--- config.mk ---
export PLATFORM = sky130hd
export DESIGN_NAME = mixcolumns_seq
export DESIGN_NICKNAME = d
export VERILOG_FILES = /design/src/rtl/aes_mc_pkg.sv /design/src/rtl/mixcolumn_fi.sv /design/src/rtl/mixcolumns_seq.sv
export SDC_FILE = /design/constraint.sdc
export NUM_CORES = 1
export LEC_CHECK = 0
export BUFFER_PORTS_ARGS = -buffer_cell sky130_fd_sc_hd__buf_4
export CELL_PAD_IN_SITES_DETAIL_PLACEMENT = 1
export CELL_PAD_IN_SITES_GLOBAL_PLACEMENT = 1
export CORE_MARGIN = 1.5
export CORE_UTILIZATION = 47
export CTS_CLUSTER_SIZE = 24
export DETAILED_ROUTE_END_ITERATION = 6
export GPL_ROUTABILITY_DRIVEN = 0
export PLACE_DENSITY = 0.83
export SYNTH_ARGS = -nofsm -noshare
export SYNTH_HDL_FRONTEND = slang
export SYNTH_SLANG_ARGS = --single-unit
--- constraint.sdc ---
create_clock -name clk -period 5.2 [get_ports clk]
set_input_delay 0.78 -clock clk [delete_from_list [all_inputs] [get_ports clk]]
set_output_delay 0.78 -clock clk [all_outputs]
set_load 0.005 [all_outputs]
--- src/rtl/aes_mc_pkg.sv ---
// ==========================================================================
// Module   : aes_mc_pkg
// Brief    : Shared FSM encoding and GF(2^8) constant multipliers for MixColumns
// Revision : 1.0
// ==========================================================================
`timescale 1ns/1ps
`default_nettype none

package aes_mc_pkg;

  typedef enum logic [1:0] {
    IDLE    = 2'd0,
    COMPUTE = 2'd1,
    DONE    = 2'd2
  } mc_state_e;

  // Low byte of the AES field polynomial x^8+x^4+x^3+x+1
  localparam logic [7:0] AES_POLY = 8'h1B;

  function automatic logic [7:0] xtime(input logic [7:0] b);
    return {b[6:0], 1'b0} ^ (b[7] ? AES_POLY : 8'h00);
  endfunction

  function automatic logic [7:0] gm2(input logic [7:0] b);
    return xtime(b);
  endfunction

  function automatic logic [7:0] gm3(input logic [7:0] b);
    return xtime(b) ^ b;
  endfunction

  function automatic logic [7:0] gm9(input logic [7:0] b);
    return xtime(xtime(xtime(b))) ^ b;
  endfunction

  function automatic logic [7:0] gm11(input logic [7:0] b);
    return xtime(xtime(xtime(b))) ^ xtime(b) ^ b;
  endfunction

  function automatic logic [7:0] gm13(input logic [7:0] b);
    return xtime(xtime(xtime(b))) ^ xtime(xtime(b)) ^ b;
  endfunction

  function automatic logic [7:0] gm14(input logic [7:0] b);
    return xtime(xtime(xtime(b))) ^ xtime(xtime(b)) ^ xtime(b);
  endfunction

endpackage

`default_nettype wire

--- src/rtl/mixcolumn_fi.sv ---
// ==========================================================================
// Module   : mixcolumn_fi
// Brief    : Combinational single-column forward/inverse MixColumns unit
// Revision : 1.0
// ==========================================================================
`timescale 1ns/1ps
`default_nettype none

module mixcolumn_fi
  import aes_mc_pkg::*;
(
  input  logic [31:0] i_col,
  input  logic        i_inv,
  output logic [31:0] o_col
);

  logic [7:0] w_a0, w_a1, w_a2, w_a3;

  assign w_a0 = i_col[31:24];
  assign w_a1 = i_col[23:16];
  assign w_a2 = i_col[15:8];
  assign w_a3 = i_col[7:0];

  always_comb begin
    o_col = '0;
    if (i_inv) begin
      o_col = {gm14(w_a0) ^ gm11(w_a1) ^ gm13(w_a2) ^ gm9(w_a3),
               gm9(w_a0)  ^ gm14(w_a1) ^ gm11(w_a2) ^ gm13(w_a3),
               gm13(w_a0) ^ gm9(w_a1)  ^ gm14(w_a2) ^ gm11(w_a3),
               gm11(w_a0) ^ gm13(w_a1) ^ gm9(w_a2)  ^ gm14(w_a3)};
    end else begin
      o_col = {gm2(w_a0) ^ gm3(w_a1) ^ w_a2      ^ w_a3,
               w_a0      ^ gm2(w_a1) ^ gm3(w_a2) ^ w_a3,
               w_a0      ^ w_a1      ^ gm2(w_a2) ^ gm3(w_a3),
               gm3(w_a0) ^ w_a1      ^ w_a2      ^ gm2(w_a3)};
    end
  end

endmodule

`default_nettype wire

--- src/rtl/mixcolumns_seq.sv ---
// ==========================================================================
// Module   : mixcolumns_seq
// Brief    : Sequential MixColumns/InvMixColumns, COLS_PER_CYCLE columns/clock
// Revision : 1.0
// ==========================================================================
`timescale 1ns/1ps
`default_nettype none

module mixcolumns_seq
  import aes_mc_pkg::*;
#(
  parameter int COLS_PER_CYCLE = 1
) (
  input  logic         clk,
  input  logic         rst_n,
  input  logic         i_in_valid,
  output logic         o_in_ready,
  input  logic [127:0] i_state_in,
  input  logic         i_inv_mode,
  output logic         o_out_valid,
  input  logic         i_out_ready,
  output logic [127:0] o_state_out,
  output logic         o_busy
);

  localparam int NUM_STEPS = 4 / COLS_PER_CYCLE;
  localparam int STEP_W    = (NUM_STEPS > 1) ? $clog2(NUM_STEPS) : 1;
  localparam int SLICE_W   = 32 * COLS_PER_CYCLE;
  localparam logic [STEP_W-1:0] LAST_STEP = STEP_W'(NUM_STEPS - 1);

  if (!(COLS_PER_CYCLE == 1 || COLS_PER_CYCLE == 2 || COLS_PER_CYCLE == 4)) begin : g_bad_cols
    $error("mixcolumns_seq: COLS_PER_CYCLE must be 1, 2 or 4");
  end

  mc_state_e           r_state, w_state_nxt;
  logic [STEP_W-1:0]   r_step;
  logic [127:0]        r_work;
  logic [127:0]        r_out;
  logic                r_mode;

  logic [6:0]          w_msb;
  logic [SLICE_W-1:0]  w_slice_in;
  logic [SLICE_W-1:0]  w_slice_out;
  logic [127:0]        w_work_nxt;

  // Column 0 lives at the MSB end, so column step*C starts at bit 127-32*step*C
  assign w_msb      = 7'(127 - SLICE_W * int'(r_step));
  assign w_slice_in = r_work[w_msb -: SLICE_W];

  for (genvar g = 0; g < COLS_PER_CYCLE; g++) begin : g_col
    mixcolumn_fi u_col (
      .i_col (w_slice_in[g*32 +: 32]),
      .i_inv (r_mode),
      .o_col (w_slice_out[g*32 +: 32])
    );
  end

  always_comb begin
    w_work_nxt = r_work;
    w_work_nxt[w_msb -: SLICE_W] = w_slice_out;
  end

  always_ff @(posedge clk or negedge rst_n) begin
    if (!rst_n) begin
      r_state <= IDLE;
    end else begin
      r_state <= w_state_nxt;
    end
  end

  always_comb begin
    w_state_nxt = r_state;
    unique case (r_state)
      IDLE:    if (i_in_valid)          w_state_nxt = COMPUTE;
      COMPUTE: if (r_step == LAST_STEP) w_state_nxt = DONE;
      DONE:    if (i_out_ready)         w_state_nxt = IDLE;
      default:                          w_state_nxt = IDLE;
    endcase
  end

  always_ff @(posedge clk or negedge rst_n) begin
    if (!rst_n) begin
      r_work <= '0;
      r_out  <= '0;
      r_mode <= 1'b0;
      r_step <= '0;
    end else begin
      unique case (r_state)
        IDLE: begin
          if (i_in_valid) begin
            r_work <= i_state_in;
            r_mode <= i_inv_mode;
            r_step <= '0;
          end
        end
        COMPUTE: begin
          r_work <= w_work_nxt;
          if (r_step == LAST_STEP) begin
            r_out <= w_work_nxt;
          end else begin
            r_step <= r_step + STEP_W'(1);
          end
        end
        default: ;
      endcase
    end
  end

  assign o_in_ready  = (r_state == IDLE);
  assign o_out_valid = (r_state == DONE);
  assign o_busy      = (r_state != IDLE);
  assign o_state_out = r_out;

endmodule

`default_nettype wire

### Word-level counts from Yosys, hierarchy flattened

Cells that the tools add are included.

| cells by class | value |
|---|---|
| div/mod/pow operators | 0 |
| bitwise gates (word level) | 64 |
| equality and inequality tests | 7 |
| mux-type cells | 23 |
| shift-type cells | 3 |
| magnitude comparators | 0 |
| reductions and logical operators | 8 |
| add/subtract/negate cells | 3 |
| multiply operators | 0 |

Operator list:

| cell | number |
|---|---|
| $xor A8 B8 Y8 | 63 |
| $pmux W128 S2 | 1 |
| $shift A32 B9 Y159 const A | 1 |
| $shiftx A159 B8 Y32 | 1 |
| $shiftx A32 B9 Y159 | 1 |
| $bwmux W128 | 1 |
| $mux W128 | 1 |
| $mux W5 | 12 |
| $mux W32 | 1 |
| $mux W2 | 5 |
| $neg A7 Y9 | 1 |
| $xor A8 B5 Y8 | 1 |
| $sub A7 B7 Y7 const A | 1 |
| $ne A2 B2 Y1 const B | 3 |
| $pmux W2 S3 | 1 |
| $reduce_and A2 Y1 | 3 |
| $reduce_and A3 Y1 | 2 |
| $eq A2 B2 Y1 const B | 2 |
| $pmux W2 S2 | 1 |
| $reduce_bool A2 Y1 | 2 |
| $add A2 B1 Y2 const B | 1 |
| $eq A2 B1 Y1 const B | 1 |
| $logic_not A2 Y1 | 1 |
| $ne A2 B1 Y1 const B | 1 |

| storage, ports and cells | value |
|---|---|
| bits in writable memories | 0 |
| flip-flop bits (word level) | 261 |
| memories | 0 |
| output and inout port bits | 131 |
| word-level logic and storage cells | 113 |
| ROM bits | 0 |
| bits of input ports | 133 |
| latch bits | 0 |

### Logic depth before layout (Yosys ltp)

Gate-level depths: netlist of run 1.

| logic depth | value |
|---|---|
| word-level depth | 17 |
| gate-level depth with buffers | 13 |
| gate-level depth less buffers | 8 |

### Hierarchy

From an unflattened synthesis of run 1, not the netlist that was laid out.

| unflattened totals | value |
|---|---|
| cell total of the unflattened synthesis | 1628 |
| area total of the unflattened synthesis | 16285.6 µm² |

By module, submodules not included:

| module | times used | seq. area each (µm²) | cells each | area an instance (µm²) |
|---|---|---|---|---|
| mixcolumns_seq | 1 | 6531.3 | 1356 | 13834.5 |
| mixcolumn_fi | 1 | 0.0 | 272 | 2451.1 |

### Worst setup path after synthesis of run 1

Ideal clock, no wire load.

| path | value |
|---|---|
| path kind | register to register |
| from | register r_step[0] |
| to | register r_work[31] |
| path buffers | 3 |
| data required time | 5.074 ns |
| setup time | 0.126 ns |
| slack | 1.746 ns |
| stages on the path, launching flop included | 12 |
| arrival time | 3.328 ns |
| clock period less this slack | 3.454 ns |
| cells stage by stage | dfrtp_1 > buf_6 > buf_6 > buf_6 > mux4_2 > xor2_1 > xor3_1 > xnor2_1 > mux2i_1 > xnor2_1 > nor2_1 > a221o_1 |

| on the way | value |
|---|---|
| word-level cells in the longest chain between the ends | 15 |
| elaborated cells between the ends (all ways) | 84 |
| those cells by class | 2 x add/sub; 3 x shift; 15 x mux; 64 x bitwise |

Ends and longest elaborated chain:

| what | RTL line | text |
|---|---|---|
| from (decl) | mixcolumns_seq.sv:36 | `logic [STEP_W-1:0] r_step;` |
| from (signal assigned) | mixcolumns_seq.sv:101 | `r_step <= r_step + STEP_W'(1);` |
| $sub A7 B7 Y7 * | mixcolumns_seq.sv:47 | `assign w_msb = 7'(127 - SLICE_W * int'(r_step));` |
| $shiftx A159 B8 Y32 | mixcolumns_seq.sv:48 | `assign w_slice_in = r_work[w_msb -: SLICE_W];` |
| $xor A8 B8 Y8 / $mux W5 (equally long branches) (2 in a row) | aes_mc_pkg.sv:21 | `return {b[6:0], 1'b0} ^ (b[7] ? AES_POLY : 8'h00);` |
| $mux W5 / $xor A8 B8 Y8 (equally long branches) | aes_mc_pkg.sv:21 |  |
| $xor A8 B8 Y8 | aes_mc_pkg.sv:21 |  |
| $xor A8 B8 Y8, on equally long branches (2 in a row) | aes_mc_pkg.sv:37, aes_mc_pkg.sv:41, aes_mc_pkg.sv:45 |  |
| $xor A8 B8 Y8, on equally long branches (3 in a row) | -- |  |
| $mux W32 | mixcolumn_fi.sv:26 | `if (i_inv) begin` |
| $shiftx A32 B9 Y159 | mixcolumns_seq.sv:60 | `w_work_nxt[w_msb -: SLICE_W] = w_slice_out;` |
| $bwmux W128 * | mixcolumns_seq.sv:60 |  |
| $pmux W128 S2 * | mixcolumns_seq.sv:88 | `unique case (r_state)` |
| to (signal assigned) | mixcolumns_seq.sv:91 | `r_work <= i_state_in;` |
| to (signal assigned) | mixcolumns_seq.sv:97 | `r_work <= w_work_nxt;` |
| to (decl) | mixcolumns_seq.sv:37 | `logic [127:0] r_work;` |

Every way passes the cells marked *; elsewhere a longest branch is shown, timed or not.
A chain may end at the register's enable or synchronous reset.

### Final worst setup path of run 1

| path | value |
|---|---|
| from | register r_step[0] |
| to | register r_out[83], in the netlist o_state_out[83] |

| on the way | value |
|---|---|
| word-level cells in the longest chain between the ends | 14 |
| elaborated cells between the ends (all ways) | 85 |
| those cells by class | 2 x add/sub; 1 x eq/ne; 3 x shift; 14 x mux; 64 x bitwise; 1 x reduce/logical |

Ends and longest elaborated chain:

| what | RTL line | text |
|---|---|---|
| $sub A7 B7 Y7 | mixcolumns_seq.sv:47 |  |
| $shiftx A159 B8 Y32 | mixcolumns_seq.sv:48 |  |
| $xor A8 B8 Y8 / $mux W5 (equally long branches) (2 in a row) | aes_mc_pkg.sv:21 |  |
| $mux W5 / $xor A8 B8 Y8 (equally long branches) | aes_mc_pkg.sv:21 |  |
| $xor A8 B8 Y8 | aes_mc_pkg.sv:21 |  |
| $xor A8 B8 Y8, on equally long branches (2 in a row) | aes_mc_pkg.sv:37, aes_mc_pkg.sv:41, aes_mc_pkg.sv:45 |  |
| $xor A8 B8 Y8, on equally long branches (3 in a row) | -- |  |
| $mux W32 | mixcolumn_fi.sv:26 |  |
| $shiftx A32 B9 Y159 | mixcolumns_seq.sv:60 |  |
| $bwmux W128 | mixcolumns_seq.sv:60 |  |
| to (signal assigned) | mixcolumns_seq.sv:99 | `r_out <= w_work_nxt;` |
| to (decl) | mixcolumns_seq.sv:38 | `logic [127:0] r_out;` |

Parallel ways exist; a longest one is shown, timed or not.

==> flow_metrics.env, run 1 <==
export IMPL_met2_usage_pct=60.28
export IMPL_cp_arrival_ps=5250
export IMPL_drive_gt1_share_pct=26.59
export IMPL_antenna_found_initial=1
export IMPL_diodes=0
export IMPL_met3_usage_pct=7.359
export IMPL_antenna_left=0
export IMPL_via_per_inst=6.682
export IMPL_cp_required_ps=5620
export IMPL_yosys_warnings=0
export IMPL_hold_viol=0
export IMPL_critPathCaptureType="flop"
export IMPL_clock_sinks=261
export IMPL_synth_most_common_cell="dfrtp_1"
export IMPL_timing_fmax_mhz=207.1
export IMPL_ys_types=41
export IMPL_cts_tree="yes"
export IMPL_routed_wl_mm=57.18
export IMPL_cp_start_kind="flop"
export IMPL_violations="DRC"
export IMPL_cts_hold_buffers_added=0
export IMPL_die_h_um=175.5
export IMPL_reg2reg_from="r_step[0]"
export IMPL_critPathMaxFanout=25
export IMPL_core_mm2=0.02901
export IMPL_ctsLongestPathBuffers=3
export IMPL_use_met1_pct=47.18
export IMPL_synth_edf_count=0
export IMPL_portBuffers=263
export IMPL_initial_core_util_pct=48.22
export IMPL_die_x_um=175.5
export IMPL_synth_avg_cell_area_um2=10.78
export IMPL_synth_top_family_by_area="compound AO/OA/AOI/OAI gates"
export IMPL_syn_to_final_growth_pct=23.80
export IMPL_synth_seq_cells=261
export IMPL_netlist_area_mm2=0.01399
export IMPL_routed_via_count=12870
export IMPL_setup_viol=0
export IMPL_r2r_worst_path_cells=8
export IMPL_ys_top_cells_by_area="dfrtp_1 47%, xnor2_1 8.1%, mux4_2 5.2%"
export IMPL_drt_iter0_markers=1886
export IMPL_wl_per_cell_um=29.69
export IMPL_synth_top_cell_area_share_pct=46.68
export IMPL_synth_area_leader_cell="dfrtp_1"
export IMPL_dr_pass1_iters=7
export IMPL_synth_xor_area_share_pct=16.17
export IMPL_status="finished, violations left"
export IMPL_maxCapViolCount=0
export IMPL_cts_buffers=28
export IMPL_synthTopCellsByCount="261 x dfrtp_1, 131 x o21ai_0, 129 x xnor2_1"
export IMPL_dp_hpwl_mm=38.35
export IMPL_clock_root_buffer="clkbuf_16"
export IMPL_grt_first_pass_wirelength_mm=85.55
export IMPL_slew_headroom_pct=12.43
export IMPL_seqCellArea_mm2=0.006533
export IMPL_r2r_end="o_state_out[83]"
export IMPL_synth_simple_area_share_pct=7.539
export IMPL_setup_tns_ps=0
export IMPL_min_period_ps=4829
export IMPL_fin_crit_sh_pct=92.86
export IMPL_post_cts_buffers=0
export IMPL_overflow=0
export IMPL_ys_flop_type="dfrtp_1"
export IMPL_grt_max_degree=103
export IMPL_cts_clk_slew_worst_paths_ps=70
export IMPL_synth_fp_nets=1435
export IMPL_synth_seq_area_share_pct=46.68
export IMPL_first_global_vias=13670
export IMPL_hold_class="in2async"
export IMPL_synthMuxAreaShare_pct=5.867
export IMPL_layout_nets=1657
export IMPL_rsz0062_at_grt="false"
export IMPL_num_rows=62
export IMPL_clk_latency_ps=570
export IMPL_syn_instance_count=1298
export IMPL_async_reset_ff_share_pct=100.0
export IMPL_multi_input_area_mm2=0.006902
export IMPL_rrSetupSlack_ps=370
export IMPL_drc=29
export IMPL_worst_pin_slew_ps=1306
export IMPL_ctsResizeCount=0
export IMPL_die_area_mm2=0.03081
export IMPL_fill_cells=3085
export IMPL_boundaryPins=264
export IMPL_gr_max_usage_layer="met2"
export IMPL_htree_levels=1
export IMPL_synth_fa_ha_area_share_pct=0.3577
export IMPL_grt_usage_pct=36.99
export IMPL_slew_viol_final=0
export IMPL_finClkSkew_ps=18.63
export IMPL_critPathKind="reg2reg"
export IMPL_fin_util_pct=59.70
export IMPL_synth_compound_area_share_pct=19.08
==> sequential cells by signal, indices dropped and copies added, names as in the netlist <==
register and cells:
r_state 2, r_step 2, r_mode 1, r_work 128, o_state_out 128
==> worst max-delay path, cell delays in order (launching register included) <==
cell       delay, ps
dfrtp_2         1030
mux4_2           760
xnor3_1          580
xnor2_1          750
xnor3_1          350
mux2i_1           90
xnor2_1          660
a2bb2oi_1        310
a21oi_1          120
==> how the worst max path moves through the flow <==
stage	startpoint	endpoint	slack, ps
after floorplan	r_step[0]	r_work[31]	1750
after global placement	r_step[0]	r_work[21]	810
after detailed placement	r_step[0]	r_work[117]	690
after CTS	r_step[0]	o_state_out[83]	490
after global routing	r_step[0]	o_state_out[83]	280
final	r_step[0]	o_state_out[83]	370
==> through the flow <==
stage | std cells | worst slack (ps) | hold WS, ps | area [um^2]
finish | 1926 | 371.3 | 249.2 | 17320
detailed placement | 1874 | 687.6 | 468.7 | 16320
floorplan | 1298 | 1746 | 454.0 | 13990
global route | 1926 | 277.2 | 330.8 | 17320
global placement | 1874 | 812.4 | 462.7 | 16320
CTS | 1926 | 494.5 | 330.0 | 17320
==> final cells by class <==
class                           count  area share (%)
Clock inverter                     13          0.8958
Clock buffer                       39           4.862
Timing Repair Buffer              297           13.06
Sequential cell                   261           37.72
Tap cell                          384           2.774
Inverter                           39          0.8452
Multi-Input combinational cell    893           39.85
==> layer usage <==
| metal | share of wire, % | up-vias |
|---|---|---|
| met3 | 9.9 | 239 |
| met5 | 0 | - |
| met4 | 5.6 | 0 |
| li1 | - | 5129 |
| met1 | 37 | 6544 |
| met2 | 48 | 957 |
==> kinds of logic after synthesis <==
logic type	count (synthesis)
xor gates and xnor gates	205
muxes	42
AOI/OAI and AO/OA	395
DFF	261
adders and majority gates	4
and+or+nand+nor	247
buffers and inverters	144
==> placed cells by master (no fill, tap or decap), types with 3 or more instances in the layout <==
cell       count
ha_1           4
nand2b_1       5
o21ai_1        8
a222oi_1      31
a21o_1        11
a221o_1       11
a21oi_1       50
o21ai_0      131
inv_1         39
dfrtp_1      260
mux2i_1       10
nand2_1       87
xor3_1         5
xnor3_1       18
buf_4        294
clkbuf_8      10
a22oi_1       86
and3_1        33
a221oi_1      36
xnor2_1      129
xnor2_2        8
clkbuf_16     28
nand3_1        8
nor2_1       101
nor3_2         4
a2bb2oi_1     23
xor2_2         4
xor2_1        38
mux4_2        32
clkinv_2       8
bufinv_16      3
o21ai_2        3
Power of run 1 is not shown: default switching activity piles up to over one toggle a cycle in this logic, so the estimate is an artifact.
==> run 2: changes to the inputs <==
- CORE_UTILIZATION: 47 -> 45
- PLACE_DENSITY: 0.83 -> 0.79
==> run 2 against run 1 <==
Compared with the run above:
- the run now ends clean
- core utilization down 3.1 points
- non-clock buffer count increased by 6
- first-iteration DRC count shrank 21%
- critical path depth is 1 higher
- worst hold slack improved by 50 ps
- via count down 3.8%
- worst setup slack better by 390 ps
- cell area about the same
- global-route usage fell by 3.0 points
- die area up 4.4%
- sequential share of layout area is essentially flat
==> flow_metrics.env, run 2 (same netlist as run 1, synthesis figures left out) <==
export IMPL_antenna_found_initial=1
export IMPL_cp_required_ps=5620
export IMPL_routed_via_count=12370
export IMPL_portBuffers=263
export IMPL_r2r_worst_path_cells=9
export IMPL_cp_arrival_ps=4850
export IMPL_clk_latency_ps=570
export IMPL_rrSetupSlack_ps=760
export IMPL_cts_clk_slew_worst_paths_ps=70
export IMPL_layout_nets=1663
export IMPL_cp_start_kind="flop"
export IMPL_drc=0
export IMPL_wl_per_cell_um=28.04
export IMPL_final_common_cell="buf_4"
export IMPL_finClkSkew_ps=20.78
export IMPL_overflow=0
export IMPL_syn_to_final_growth_pct=23.73
export IMPL_grt_usage_pct=33.95
export IMPL_dp_hpwl_mm=37.64
export IMPL_slew_headroom_pct=13.62
export IMPL_min_period_ps=4436
export IMPL_die_x_um=179.3
export IMPL_cts_tree="yes"
export IMPL_drt_iter0_markers=1490
export IMPL_die_h_um=179.3
export IMPL_slew_viol_final=0
export IMPL_setup_tns_ps=0
export IMPL_cts_buffers=28
export IMPL_worst_pin_slew_ps=1289
export IMPL_status="completed"
export IMPL_diodes=0
export IMPL_maxCapViolCount=0
export IMPL_clock_root_buffer="clkbuf_16"
export IMPL_htree_levels=1
export IMPL_routed_wl_mm=54.48
export IMPL_hold_viol=0
export IMPL_boundaryPins=264
export IMPL_dr_pass1_iters=7
export IMPL_die_area_mm2=0.03216
export IMPL_first_global_vias=13070
export IMPL_via_per_inst=6.369
export IMPL_num_rows=64
export IMPL_drive_gt1_share_pct=26.70
export IMPL_core_mm2=0.03059
export IMPL_layout_common_cells="302 x buf_4, 260 x dfrtp_1, 131 x o21ai_0, 129 x xnor2_1, 101 x nor2_1"
export IMPL_setup_viol=0
export IMPL_critPathCaptureType="flop"
export IMPL_initial_core_util_pct=45.74
export IMPL_ctsLongestPathBuffers=3
export IMPL_hold_class="in2async"
export IMPL_clock_sinks=261
export IMPL_post_cts_buffers=0
export IMPL_grt_max_degree=114
export IMPL_timing_fmax_mhz=225.4
export IMPL_critPathMaxFanout=16
export IMPL_ctsResizeCount=0
export IMPL_rsz0062_at_grt="false"
export IMPL_critPathKind="reg2reg"
export IMPL_cts_hold_buffers_added=0
export IMPL_fin_crit_sh_pct=85.31
export IMPL_grt_first_pass_wirelength_mm=81.13
export IMPL_antenna_left=0
==> run 2: cell types whose count changed in the layout (fill, tap and decap cells not counted), sizes merged <==
cell	previous run	this run
buf	297	303
clkbuf	39	36
clkinv	9	11
clkinvlp	0	1
inv	40	39
==> run 2: worst paths after layout <==
check	startpoint	end
setup reg to reg	r_step[1]	r_work[21]
hold reg to reg	o_state_out[88]	o_state_out[88]
setup / recovery	r_step[1]	r_work[21]
max in group asynchronous	rst_n	o_state_out[6]
min in group clk	i_out_ready	r_state[1]
hold / removal	rst_n	o_state_out[11]
==> run 2: layout make-up <==
class                           instances  area (um^2)
Clock buffer                           36        790.8
Clock inverter                         15        167.7
Fill cell                            3294        13280
Inverter                               39        146.4
Multi-Input combinational cell        893         6897
Sequential cell                       261         6533
Tap cell                              396        495.5
Timing Repair Buffer                  303         2282
==> run 2: critical path, stage by stage (launching register included) <==
cell and delay [ps]:
dfrtp_1 960, buf_4 320, mux4_2 460, xor3_1 580, xor3_2 560, xnor2_2 260
xnor3_1 190, mux2i_1 90, xnor2_1 630, o21ai_0 210
==> run 2: per-stage QoR <==
| stage | util [%] | cells | hold WS [ps] | area, um^2 | setup slack, ps |
|---|---|---|---|---|---|
| 2_1_floorplan | - | 1298 | 454.0 | 13990 | 1746 |
| 3_3_place_gp | 53.46 | 1892 | 463.8 | 16350 | 919.9 |
| 3_5_place_dp | 53.46 | 1892 | 472.0 | 16350 | 751.6 |
| 4_1_cts | 56.59 | 1943 | 328.8 | 17310 | 752.8 |
| 5_1_grt | 56.59 | 1943 | 360.0 | 17310 | 512.1 |
| 6_report | 56.59 | 1943 | 298.8 | 17310 | 763.9 |
==> run 2: per-layer routing <==
layer	GRT usage (%)	up-vias	share of wire, %
met1	45.26	6372	39
met5	0	-	0
li1	-	5142	-
met2	55.66	730	49
met4	13.88	0	3.9
met3	5.025	130	8.1
Power of run 2 is left out for the same reason.
